$ cat src/rtl/dma_word_writer.sv
// dma_word_writer: buffers SPI words in a FIFO and writes them to memory.
// Optional DMA_WRITER_BSWAP_EN byte-reverses each written word.
module dma_word_writer #(
  parameter int FIFO_DEPTH = 8
) (
  input  logic        clk,
  input  logic        reset_n,
  input  logic [31:0] dma_addr,
  input  logic [15:0] dma_len,
  input  logic        dma_run,
  input  logic        dma_strobe,
  input  logic [31:0] dma_data,
  output logic        dma_done,
  output logic        busy,
  output logic        error,
  output logic [31:0] mem_addr,
  output logic [31:0] mem_wdata,
  output logic        mem_wen,
  output logic [3:0]  mem_bsel,
  input  logic        mem_ready
);

  localparam int AW = $clog2(FIFO_DEPTH);
  localparam logic [AW:0] DEPTH = (AW+1)'(FIFO_DEPTH);

  typedef enum logic {IDLE, ACTIVE} state_t;

  state_t      state_q, state_d;
  logic [31:0] fifo_q [FIFO_DEPTH];
  logic [AW-1:0] wptr_q, wptr_d;
  logic [AW-1:0] rptr_q, rptr_d;
  logic [AW:0] cnt_q, cnt_d;
  logic [31:0] cur_addr_q, cur_addr_d;
  logic [15:0] remaining_q, remaining_d;
  logic [31:0] next_addr_q, next_addr_d;
  logic [15:0] next_len_q, next_len_d;
  logic        sh_valid_q, sh_valid_d;
  logic        error_q, error_d;
  logic        done_q, done_d;
  logic        done2_q, done2_d;

  logic        active, empty, full;
  logic        hs, last, push, pop;
  logic        run_idle, zero_idle;
  logic        run_act, sh_take, sh_rej;
  logic        promo_valid;
  logic [31:0] promo_addr;
  logic [15:0] promo_len;
  logic [31:0] addr_al;
  logic [AW:0] cnt_after;
  logic        to_idle, leftover;
  logic [31:0] head;

  // Handshake and job-control decode shared by all processes
  always_comb begin
    active      = (state_q == ACTIVE);
    empty       = (cnt_q == '0);
    full        = (cnt_q == DEPTH);
    head        = fifo_q[rptr_q];
    addr_al     = dma_addr & ~32'h3;
    hs          = active & ~empty & mem_ready;
    last        = hs & (remaining_q == 16'd1);
    pop         = hs;
    push        = active & dma_strobe & (~full | pop);
    run_idle    = ~active & dma_run & (dma_len != 16'd0);
    zero_idle   = ~active & dma_run & (dma_len == 16'd0);
    run_act     = active & dma_run;
    sh_take     = run_act & ~sh_valid_q;
    sh_rej      = run_act & sh_valid_q;
    promo_valid = sh_valid_q | sh_take;
    promo_addr  = sh_valid_q ? next_addr_q : addr_al;
    promo_len   = sh_valid_q ? next_len_q : dma_len;
    cnt_after   = cnt_q + (AW+1)'(push) - (AW+1)'(pop);
    to_idle     = last & ~(promo_valid & (promo_len != 16'd0));
    leftover    = to_idle & (cnt_after != '0);
  end

  // State register
  always_ff @(posedge clk or negedge reset_n) begin
    if (!reset_n) state_q <= IDLE;
    else          state_q <= state_d;
  end

  // Next-state logic
  always_comb begin
    state_d = state_q;
    unique case (state_q)
      IDLE:   if (run_idle) state_d = ACTIVE;
      ACTIVE: if (to_idle)  state_d = IDLE;
      default: state_d = IDLE;
    endcase
  end

  // FIFO pointers, job registers, error and done pulse
  always_comb begin
    wptr_d      = wptr_q;
    rptr_d      = rptr_q;
    cnt_d       = cnt_after;
    cur_addr_d  = cur_addr_q;
    remaining_d = remaining_q;
    next_addr_d = next_addr_q;
    next_len_d  = next_len_q;
    sh_valid_d  = sh_valid_q;
    error_d     = error_q;
    done_d      = zero_idle | last | done2_q;
    done2_d     = last & promo_valid & (promo_len == 16'd0);

    if (push) wptr_d = wptr_q + AW'(1);
    if (pop)  rptr_d = rptr_q + AW'(1);
    if (to_idle) begin
      cnt_d  = '0;
      rptr_d = wptr_d;
    end

    if (run_idle) begin
      cur_addr_d  = addr_al;
      remaining_d = dma_len;
    end else if (hs) begin
      if (last && promo_valid) begin
        cur_addr_d  = promo_addr;
        remaining_d = promo_len;
      end else begin
        cur_addr_d  = cur_addr_q + 32'd4;
        remaining_d = remaining_q - 16'd1;
      end
    end

    if (sh_take && !last) begin
      next_addr_d = addr_al;
      next_len_d  = dma_len;
      sh_valid_d  = 1'b1;
    end
    if (last) sh_valid_d = 1'b0;

    if (run_idle) error_d = 1'b0;
    if ((dma_strobe && !push) || sh_rej || leftover)
      error_d = 1'b1;
  end

  // Control and datapath registers
  always_ff @(posedge clk or negedge reset_n) begin
    if (!reset_n) begin
      wptr_q      <= '0;
      rptr_q      <= '0;
      cnt_q       <= '0;
      cur_addr_q  <= '0;
      remaining_q <= '0;
      next_addr_q <= '0;
      next_len_q  <= '0;
      sh_valid_q  <= 1'b0;
      error_q     <= 1'b0;
      done_q      <= 1'b0;
      done2_q     <= 1'b0;
    end else begin
      wptr_q      <= wptr_d;
      rptr_q      <= rptr_d;
      cnt_q       <= cnt_d;
      cur_addr_q  <= cur_addr_d;
      remaining_q <= remaining_d;
      next_addr_q <= next_addr_d;
      next_len_q  <= next_len_d;
      sh_valid_q  <= sh_valid_d;
      error_q     <= error_d;
      done_q      <= done_d;
      done2_q     <= done2_d;
    end
  end

  // FIFO storage; contents are meaningless outside the count window
  always_ff @(posedge clk) begin
    if (push) fifo_q[wptr_q] <= dma_data;
  end

  // Output logic
  always_comb begin
    busy     = active;
    mem_wen  = active & ~empty;
    mem_addr = mem_wen ? cur_addr_q : 32'd0;
`ifdef DMA_WRITER_BSWAP_EN
    mem_wdata = mem_wen ?
      {head[7:0], head[15:8], head[23:16], head[31:24]} : 32'd0;
`else
    mem_wdata = mem_wen ? head : 32'd0;
`endif
    mem_bsel = 4'hF;
    dma_done = done_q;
    error    = error_q;
  end

endmodule
$ cat config.mk
export PLATFORM = sky130hd
export DESIGN_NAME = dma_word_writer
export DESIGN_NICKNAME = d
export VERILOG_FILES = /design/src/rtl/dma_word_writer.sv
export SDC_FILE = /design/constraint.sdc
export NUM_CORES = 1
export LEC_CHECK = 0
export CAP_MARGIN = 0
export CORE_AREA = 2 2 207 209
export CTS_BUF_LIST = sky130_fd_sc_hd__clkbuf_2
export CTS_CLUSTER_DIAMETER = 40
export CTS_CLUSTER_SIZE = 16
export DETAILED_ROUTE_END_ITERATION = 8
export DIE_AREA = 0 0 209 211
export GPL_ROUTABILITY_DRIVEN = 0
export HOLD_SLACK_MARGIN = 0.12
export PLACE_DENSITY = 0.55
export SLEW_MARGIN = 30
export SYNTH_ARGS = -nofsm -noshare
export SYNTH_HDL_FRONTEND = slang
export SYNTH_SLANG_ARGS = --single-unit
$ cat constraint.sdc
create_clock -name clk -period 5.1 [get_ports clk]
set_input_delay 1.275 -clock clk [delete_from_list [all_inputs] [get_ports clk]]
set_output_delay 1.275 -clock clk [all_outputs]
set_load 0.05 [all_outputs]
==> results.tsv, run 1 <==
stage	metric	value	unit
pwr	Peak VDD IR	468.5	uV
grt	GRT Total Usage	0.1929	
sta	Final Max Tran Viols	0	
yosys	post-synthesis mux area share	0.1496	
yosys	Synth Area in XOR/XNOR	0.02424	
drt	routed wire length	42080	um
pwr	Lkg Pwr	7.267	nW
yosys	Seq cells post-synth	363	
yosys	number of flops mapped to enable cells by yosys	256	
die	DIE HEIGHT	211	um
pwr	PwrDens	579.9	mW/mm^2
die	Die ar.	0.04410	mm^2
pwr	Final Total Pwr	11.37	mW
final_layout	synth-to-layout area growth	18.35	%
yosys	Mapped Avg Cell Area	14.52	um^2
final_layout	Layout Cells excl Fill	1896	
pwr	register share of total power	0.387	
worst_setup_path	worst path bufs/invs	2	
worst_setup_path	CP Data Arrival Time	3.53	ns
pwr	power share of the combinational group	0.434	
worst_setup_path	Top delay family on crit path	simple AND/OR/NAND/NOR gates	
drt	Vias/cell	5.484	
yosys	warnings from Yosys	0	
final_layout	layout cells sized above 1	0.2007	
die	Initial Util	0.3967	
yosys	simple-gate share of the synthesized area	0.09705	
drt	drt wl/cell	22.19	um
clock_tree	H-tree Lvls	2	
grt	largest net degree at the start of global routing	65	
die	core area	0.04176	mm^2
drt	TritonRoute pass-1 iters	7	
grt	antenna violations before repair	3	
drt	DRT antenna net count	0	
sta	worst slew pin tran	0.9498	ns
yosys	mapped cell area	0.01657	mm^2
placed_design	number of I/O port buffers	148	
die	row cnt	75	
flow_run	max-cap violations	0	
clock_tree	worst skew pair latency	1.13	ns
worst_setup_path	crit-path max cell delay	0.84	ns
clock_tree	CTS tree	done	
final_layout	nets@finish	1404	
final_layout	footprint of the multi-input gates	0.005859	mm^2
worst_setup_path	Worst EP required	3.83	ns
drt	DRC	0	
sta	RSZ-0062 raised after global routing	no	
yosys	Post-Synthesis Cells	1141	
worst_setup_path	Startpoint Class	register	
sta	Max Clk Rate	208.0	MHz
pwr	Sw Pwr	4.721	mW
clock_tree	clock root buffer	clkbuf_2	
sta	Worst Skew	0.1456	ns
clock_tree	CTS buffer count	56	
yosys	Synth Area in Adders	0.008761	
pwr	Sw Share	0.4152	
die	Die Span X	209	um
placed_design	DPL Wire Length	25610	um
final_layout	FILL cells	3677	
grt	vias in the first global route	10734	
sta	Max-slew headroom	0.3615	
worst_setup_path	crit path cell chain	inv_1 > ha_1 > or3b_4 > nand2_2 > nor2_1 > clkdlybuf4s50_1	
clock_tree	clk sinks	363	
placed_design	DP Cell Count	1788	
hold_path	HP Class	in -> async	
worst_setup_path	critical path peak fanout	31	
worst_setup_path	Crit Path Class	reg -> out	
worst_setup_path	Worst path slowest cell	clkdlybuf4s50_1	
yosys	register area share after synthesis	0.6257	
worst_setup_path	critical path endpoint category	output pin	
final_layout	FF+latch area	0.01037	mm^2
sta	final worst slack	0.2919	ns
yosys	Synth Flop Type	edfxtp_1	
yosys	count of unique library cells instantiated by Yosys	73	
sta	Fin. Hold Viols	0	
sta	fin crit period	4.808	ns
grt	first-pass GRT wire length	64800	um
yosys	Compound-Gate Fraction of Synth Area	0.06866	
clock_tree	hold_buf cts	0	
yosys	asr flop ratio synth	0.2948	
die	Ports	157	
pwr	clock share of power	0.179	
sta	Setup TNS	0	ns
grt	GRT Residual Overflow	0	
drt	drt initial violations	677	
yosys	largest family of logic cells by synthesized area	multiplexers	
drt	Vias	10397	
placed_design	Post-Place Setup Slack	0.9531	ns
clock_tree	CTS max path bufs	3	
sta	Final Cycle Share	0.9428	
clock_tree	Worst-path clk slew	0.18	ns
sta	# setup viols final	0	
status	status	complete, no violations	
pwr	Pint	6.648	mW
[power groups by stage]
stage          logic (mW)  registers [mW]  clock network [mW]
4_1_cts              5.03            4.40                2.11
2_1_floorplan        3.62            4.24                   0
3_5_place_dp         5.05            4.50                   0
6_report             4.94            4.40                2.03
3_3_place_gp         5.02            4.48                   0
5_1_grt              5.32            4.50                2.23
[logic make-up (layout without fill, tap and decap cells)]
kind of cell,after synthesis,in the layout
AOI/OAI and AO/OA,160,160
xor gates and xnor gates,45,45
adders and majority gates,11,11
buffers and inverters,94,304
DFF,363,363
muxes,162,162
other,2,8
and+or+nand+nor,304,304
[per-layer routing]
layer	vias to the layer above	part of all wire	routed length [um]	GRT usage
li1	4797	-	-	-
met1	5271	0.45	18830	0.2605
met2	256	0.48	20190	0.3146
met3	71	0.050	2117	0.03806
met4	2	0.022	915	0.06379
met5	-	0.00048	20	0
[what timing repair did]
action / in CTS / in global routing
buffers inserted: 1 / 0
gates resized for setup: 20 / 0
setup endpoints to repair: 35 / 0
[worst paths after layout]
kind	from	to	slack [ns]	depth (start not counted)
max in group asynchronous	reset_n	sh_valid_q	3.79	2
max reg2reg	cnt_q[2]	error	1.75	12
min	reset_n	remaining_q[8]	0.35	1
min reg2reg	done2_q	dma_done	0.48	1
max	cnt_q[2]	mem_wdata[11]	0.29	6
min in group clk	done2_q	dma_done	0.48	1
[sequential cells by signal, indices dropped and copies added, names as in the netlist]
signal,count
busy,1
cnt_q,4
cur_addr_q,30
dma_done,1
done2_q,1
error,1
fifo_q,256
next_addr_q,30
next_len_q,16
remaining_q,16
rptr_q,3
sh_valid_q,1
wptr_q,3
[layout make-up]
class | instances | area share
Clock inverter | 45 | 0.02502
Timing Repair Buffer | 180 | 0.09349
Clock buffer | 60 | 0.01532
Sequential cell | 363 | 0.5290
Multi-Input combinational cell | 688 | 0.2989
Inverter | 19 | 0.003638
Tap cell | 539 | 0.03440
Antenna cell | 2 | 0.0002553
[stage by stage]
step           hold slack [ns]    util  instance area, um^2
2_1_floorplan           0.4170       -                16580
3_3_place_gp            0.4795  0.4505                18810
3_5_place_dp            0.4830  0.4505                18810
4_1_cts                 0.2486  0.4694                19600
5_1_grt                 0.3104  0.4695                19600
6_report                0.3492  0.4695                19610
[synthesized netlist by cell type, types with 3 or more instances]
cell       number  share of area
nand4_1        12         0.0045
or2_2           5         0.0019
buf_6           3         0.0020
a22oi_1        17         0.0077
o22a_1          6         0.0032
mux2i_1        53          0.032
ha_1           10         0.0076
and3_1         35          0.013
a221o_1        13         0.0079
xor2_1         20          0.011
or3_1           5         0.0019
o221ai_1        5         0.0026
edfxtp_1      256           0.46
dfrtp_1       107           0.16
o21ai_0        31         0.0094
o311ai_1        3         0.0016
buf_4           6         0.0027
nand2b_1        8         0.0030
o21ai_1         5         0.0015
mux2_2         45          0.031
a2bb2oi_1       4         0.0021
nand3b_1        6         0.0027
buf_1           6         0.0014
o211ai_1       12         0.0054
a31oi_1         4         0.0015
a21oi_1        16         0.0048
clkbuf_1       40         0.0091
nor4_1         10         0.0038
or4_1           4         0.0018
and2_1          4         0.0015
a211oi_1       13         0.0059
mux4_2         64          0.087
o31ai_1         4         0.0018
nand2_1        48          0.011
o22ai_1         9         0.0034
nor2_1         86          0.019
a221oi_1        5         0.0026
nor3_1         19         0.0057
inv_1          19         0.0043
nand3_1        35          0.011
xnor2_1        24          0.013
buf_2          20         0.0060
nor2b_1         5         0.0019
[layout by cell type, fill, tap and decap left out, drive strengths merged, types with 36 or more instances in the layout]
cell type,count
o21ai,36
dfrtp,107
nand3,36
nor2,87
mux4,64
nand2,49
mux2,45
edfxtp,256
mux2i,53
clkdlybuf4s50,128
clkbuf,60
[worst register-to-register path: cells and delay by family, from the launching register on]
kind	cells	cell delay, ns
AOI/OAI and AO/OA	2	0.25
xor gates and xnor gates	1	0.18
adders and majority gates	3	0.75
buffers and inverters	3	0.46
DFF	1	0.40
and+or+nand+nor	3	1.17
Note: power is estimated with default switching activity, not from simulation.
==> run 2: changes to the inputs <==
==> constraint.sdc (replaced) <==
create_clock -name clk -period 5.55 [get_ports clk]
set_input_delay 1.3875 -clock clk [delete_from_list [all_inputs] [get_ports clk]]
set_output_delay 1.3875 -clock clk [all_outputs]
set_load 0.05 [all_outputs]
==> run 2 against run 1 <==
  * Setup slack better by 0.11 ns
  * Via count up 1.1%
  * Sequential power down 7.7%
  * Largest power group unchanged
==> results.tsv, run 2 (synthesis results as in run 1) <==
stage	metric	value	unit
worst_setup_path	Crit Path Class	reg -> out	
sta	Fin. Hold Viols	0	
grt	GRT Residual Overflow	0	
sta	Final Cycle Share	0.9270	
status	status	complete, no violations	
pwr	Sw Share	0.4058	
final_layout	nets@finish	1406	
pwr	Sw Pwr	4.290	mW
die	Die ar.	0.04410	mm^2
drt	Vias	10516	
final_layout	layout cells sized above 1	0.2010	
sta	Worst Skew	0.09803	ns
drt	DRC	0	
die	Ports	157	
clock_tree	Worst-path clk slew	0.14	ns
grt	GRT Total Usage	0.1911	
pwr	Peak VDD IR	504.3	uV
die	Initial Util	0.3967	
drt	drt wl/cell	21.93	um
final_layout	most common cell after layout, fill and taps aside	edfxtp_1	
worst_setup_path	critical path peak fanout	35	
die	core area	0.04176	mm^2
clock_tree	setup bufs post-CTS	0	
grt	largest net degree at the start of global routing	57	
grt	first-pass GRT wire length	64430	um
sta	Max Clk Rate	194.4	MHz
pwr	Lkg Pwr	7.240	nW
sta	Max-slew headroom	0.3423	
sta	# setup viols final	0	
sta	RSZ-0062 raised after global routing	no	
clock_tree	CTS buffer count	58	
sta	Final Max Tran Viols	0	
pwr	PwrDens	539.4	mW/mm^2
sta	worst slew pin tran	0.9783	ns
drt	routed wire length	41640	um
flow_run	max-cap violations	0	
grt	vias in the first global route	10734	
sta	hold slack	0.5140	ns
sta	fin crit period	5.145	ns
placed_design	number of I/O port buffers	148	
final_layout	Biggest register	fifo_q	
final_layout	synth-to-layout area growth	18.29	%
clock_tree	clock root buffer	clkbuf_2	
final_layout	max reg flops	256	
pwr	clock share of power	0.186	
grt	antenna violations before repair	5	
placed_design	DPL Wire Length	25620	um
worst_setup_path	Worst EP required	4.16	ns
drt	drt initial violations	780	
clock_tree	H-tree Lvls	2	
final_layout	biggest regs	fifo_q: 256 flops, cur_addr_q: 30 flops, next_addr_q: 30 flops	
clock_tree	CTS max path bufs	3	
worst_setup_path	critical path endpoint category	output pin	
pwr	register share of total power	0.385	
drt	Vias/cell	5.538	
sta	Setup TNS	0	ns
worst_setup_path	CP Data Arrival Time	3.76	ns
hold_path	HP Class	reg -> reg	
worst_setup_path	Startpoint Class	register	
final_layout	FILL cells	3732	
die	Die Span X	209	um
final_layout	leading cell types in the layout, fill and taps excluded	edfxtp_1 (256), clkdlybuf4s50_1 (147), dfrtp_1 (103), nor2_1 (80)	
die	row cnt	75	
pwr	power share of the combinational group	0.429	
drt	TritonRoute pass-1 iters	5	
clock_tree	worst skew pair latency	1.08	ns
clock_tree	CTS tree	done	
pwr	Pint	6.281	mW
clock_tree	clk sinks	363	
die	DIE HEIGHT	211	um
drt	DRT antenna net count	0	
[run 2: what timing repair did]
item,in CTS,in global routing
gates resized for setup,1,0
endpoints found under the hold margin,14,0
hold buffers,1,0
setup endpoints to repair,31,0
[run 2: per-stage QoR]
step	instances	total power [mW]	instance area, um^2	util	setup slack [ns]
2_1_floorplan	1145	7.217	16580	-	0.7147
3_3_place_gp	1788	8.674	18720	0.4484	1.194
3_5_place_dp	1788	8.722	18720	0.4484	1.126
4_1_cts	1897	10.72	19590	0.4691	0.2390
5_1_grt	1898	11.18	19590	0.4692	0.1404
6_report	1899	10.57	19600	0.4692	0.4050
[run 2: power by group through the flow]
stage	Sequential, mW	Combinational (mW)	Clock, mW
6_report	4.06	4.54	1.97
5_1_grt	4.16	4.87	2.14
4_1_cts	4.07	4.61	2.04
3_5_place_dp	4.14	4.59	0
3_3_place_gp	4.12	4.56	0
2_1_floorplan	3.89	3.32	0
[run 2: layer usage]
| metal | vias up | GRT usage | share of wire |
|---|---|---|---|
| met5 | - | 0 | 0.00089 |
| li1 | 4814 | - | - |
| met2 | 293 | 0.3121 | 0.48 |
| met4 | 6 | 0.06158 | 0.022 |
| met1 | 5339 | 0.2581 | 0.44 |
| met3 | 64 | 0.03791 | 0.053 |
[run 2: worst max-delay path: stages, from the launching register on]
cell and delay, ns:
dfrtp_1 0.38, inv_1 0.09, ha_1 0.16, or3b_2 0.74, nand2_4 0.52, nor2_1 0.11
clkdlybuf4s50_1 0.73
[run 2: path summary, 6_finish.rpt]
kind / start / end / slack (ns) / cells past startpoint
hold reg to reg: next_addr_q[7] / next_addr_q[7] / 0.51 / 1
min in group asynchronous: reset_n / next_addr_q[28] / 0.75 / 2
setup / recovery: cnt_q[2] / mem_wdata[1] / 0.40 / 6
max in group asynchronous: reset_n / rptr_q[0] / 3.71 / 3
setup reg to reg: cnt_q[2] / cur_addr_q[2] / 2.16 / 8
hold / removal: next_addr_q[7] / next_addr_q[7] / 0.51 / 1
[run 2: layout make-up]
class | count | area (um^2) | area share
sequential | 363 | 10370 | 0.5293
timing repair buffer | 180 | 1759 | 0.08978
clock inverter | 44 | 530.5 | 0.02707
clock buffer | 64 | 320.3 | 0.01635
antenna | 2 | 5.005 | 0.0002554
tap | 539 | 674.4 | 0.03442
multi-input combinational | 688 | 5862 | 0.2992
inverter | 19 | 71.32 | 0.003640
==> run 3: changes to the inputs <==
--- a/config.mk
+++ b/config.mk
@@ -12,9 +12,10 @@
 export CTS_CLUSTER_SIZE = 16
 export DETAILED_ROUTE_END_ITERATION = 8
 export DIE_AREA = 0 0 209 211
+export DONT_BUFFER_PORTS = 1
 export GPL_ROUTABILITY_DRIVEN = 0
 export HOLD_SLACK_MARGIN = 0.12
-export PLACE_DENSITY = 0.55
+export PLACE_DENSITY = 0.5
 export SLEW_MARGIN = 30
 export SYNTH_ARGS = -nofsm -noshare
 export SYNTH_HDL_FRONTEND = slang
==> run 3 against run 2 <==
  * Die area unchanged
  * Global-route usage up 0.25 points
  * Critical endpoint is now mem_wen
  * Setup slack better by 0.088 ns
  * Total power decreased by 2.0%
==> results.tsv, run 3 (synthesis results as in run 1) <==
stage	metric	value	unit
sta	Fin. Hold Viols	0	
grt	vias in the first global route	10441	
die	Die ar.	0.04410	mm^2
pwr	PwrDens	561.4	mW/mm^2
final_layout	leading cell types in the layout, fill and taps excluded	edfxtp_1 (256), dfrtp_1 (103), nor2_1 (80), clkbuf_2 (68), mux4_2 (64)	
pwr	Final Total Pwr	10.36	mW
worst_setup_path	most frequent CP cell	inv_1	
sta	# setup viols final	0	
drt	Vias/cell	5.595	
grt	GRT Residual Overflow	0	
worst_setup_path	Worst EP required	4.16	ns
grt	antenna violations before repair	1	
worst_setup_path	Top delay family on crit path	simple AND/OR/NAND/NOR gates	
clock_tree	clock root buffer	clkbuf_2	
final_layout	max reg flops	256	
clock_tree	CTS tree	done	
die	Ports	157	
die	Die Span X	209	um
flow_run	max-cap violations	0	
pwr	Sw Pwr	4.289	mW
pwr	clock share of power	0.203	
worst_setup_path	CP Data Arrival Time	3.67	ns
sta	Final Cycle Share	0.9111	
placed_design	number of I/O port buffers	0	
grt	met1 Use GR	0.2553	
grt	GRT Total Usage	0.1936	
sta	Max Clk Rate	197.8	MHz
final_layout	post-route cell area	0.01845	mm^2
sta	Worst Skew	0.1067	ns
drt	DRT antenna net count	0	
clock_tree	H-tree Lvls	2	
worst_setup_path	Crit Path Class	reg -> out	
worst_setup_path	critical path peak fanout	35	
worst_setup_path	Startpoint Class	register	
final_layout	most common cell after layout, fill and taps aside	edfxtp_1	
drt	drt wl/cell	23.57	um
grt	GR peak layer	met2	
pwr	register share of total power	0.394	
hold_path	HP Class	in -> reg	
grt	M3 GR Usage	0.04698	
sta	Max-slew headroom	0.4049	
die	core area	0.04176	mm^2
final_layout	nets@finish	1295	
sta	fin crit period	5.057	ns
sta	RSZ-0062 raised after global routing	no	
clock_tree	post-CTS sizing	0	
status	status	complete, no violations	
final_layout	layout cells sized above 1	0.2524	
die	row cnt	75	
final_layout	synth-to-layout area growth	11.36	%
pwr	Sw Share	0.4141	
clock_tree	CTS buffer count	61	
drt	Vias	10026	
worst_setup_path	crit path cell chain	inv_1 > ha_1 > or3b_2 > nand2_2 > inv_1	
sta	Final Max Tran Viols	0	
pwr	Pint	6.068	mW
final_layout	biggest regs	fifo_q: 256 flops, cur_addr_q: 30 flops, next_addr_q: 30 flops	
placed_design	placed cell area	0.01747	mm^2
pwr	Peak VDD IR	543.7	uV
die	DIE HEIGHT	211	um
grt	first-pass GRT wire length	64460	um
die	Initial Util	0.3967	
drt	drt initial violations	773	
sta	worst slew pin tran	0.8906	ns
placed_design	DPL Wire Length	25760	um
grt	met2 usage	0.3154	
worst_setup_path	worst path bufs/invs	2	
worst_setup_path	Worst path slowest cell	nand2_2	
final_layout	Biggest register	fifo_q	
clock_tree	CTS max path bufs	3	
grt	largest net degree at the start of global routing	108	
pwr	Lkg Pwr	6.897	nW
clock_tree	clk sinks	363	
clock_tree	Worst-path clk slew	0.21	ns
worst_setup_path	crit-path max cell delay	0.76	ns
drt	routed wire length	42230	um
drt	DRC	0	
clock_tree	worst skew pair latency	1.11	ns
pwr	power share of the combinational group	0.403	
sta	Setup TNS	0	ns
drt	TritonRoute pass-1 iters	5	
final_layout	FILL cells	3828	
worst_setup_path	critical path endpoint category	output pin	
run 3: changes by cell type in the layout (fill, tap and decap cells not counted), moves of 2 or more:
| cell | before | now |
|---|---|---|
| clkinv_4 | 8 | 6 |
| clkbuf_2 | 64 | 68 |
| buf_12 | 3 | 1 |
| clkdlybuf4s50_1 | 147 | 0 |
| clkinvlp_4 | 5 | 3 |
| buf_4 | 29 | 63 |
| inv_6 | 4 | 11 |
run 3: worst register-to-register path: stages, from the launching register on:
cell	delay, ns
dfrtp_1	0.35
inv_1	0.06
ha_1	0.20
or3b_2	0.60
nand3_2	0.61
nor2_1	0.38
inv_1	0.10
o21ai_0	0.09
ha_1	0.19
inv_1	0.05
fa_1	0.37
xor2_1	0.17
and4b_1	0.21
o21ai_0	0.07
run 3: worst paths after layout:
check / depth (start not counted) / startpoint / endpoint / slack (ns)
max: 5 / cnt_q[2] / mem_wen / 0.49
min in group asynchronous: 2 / reset_n / remaining_q[14] / 1.00
max reg2reg: 13 / cnt_q[2] / error / 1.98
min reg2reg: 1 / next_len_q[4] / next_len_q[4] / 0.51
max in group asynchronous: 2 / reset_n / cur_addr_q[14] / 4.05
min: 0 / dma_data[14] / fifo_q[5][14] / 0.35
run 3: area by class of cell:
cell class / count / area [um^2] / share of cell area
sequential: 363 / 10370 / 0.5623
multi-input combinational: 688 / 5862 / 0.3178
tap: 539 / 674.4 / 0.03656
clock inverter: 48 / 594.3 / 0.03222
timing repair buffer: 66 / 530.5 / 0.02876
clock buffer: 68 / 340.3 / 0.01845
inverter: 19 / 71.32 / 0.003866
antenna: 1 / 2.502 / 0.0001356
run 3: per-layer routing:
| metal | vias up | part of all wire |
|---|---|---|
| li1 | 4590 | - |
| met1 | 5096 | 0.44 |
| met2 | 286 | 0.48 |
| met3 | 54 | 0.063 |
| met4 | 0 | 0.021 |
| met5 | - | 0 |
run 3: metrics by stage:
stage                     setup WS [ns]  hold WS [ns]  instances  utilization
after floorplan                  0.7147        0.4170       1145            -
final                            0.4932        0.3493       1792       0.4418
after global placement            1.573        0.4797       1673       0.4184
after detailed placement          1.490        0.4868       1673       0.4184
after global routing             0.1802        0.1895       1792       0.4418
after CTS                        0.2581        0.1731       1791       0.4417
run 3: what timing repair did:
item | 4_1_cts | 5_1_grt
setup buffers | 0 | 0
hold buffers | 2 | 0
endpoints found under the hold margin | 107 | 0
run 3: power by group through the flow:
stage / sequential, mW / clock (mW) / combinational [mW]
floorplan: 3.89 / 0 / 3.32
global placement: 4.13 / 0 / 4.18
detailed placement: 4.15 / 0 / 4.21
CTS: 4.09 / 2.19 / 4.25
global route: 4.17 / 2.29 / 4.49
finish: 4.08 / 2.10 / 4.17
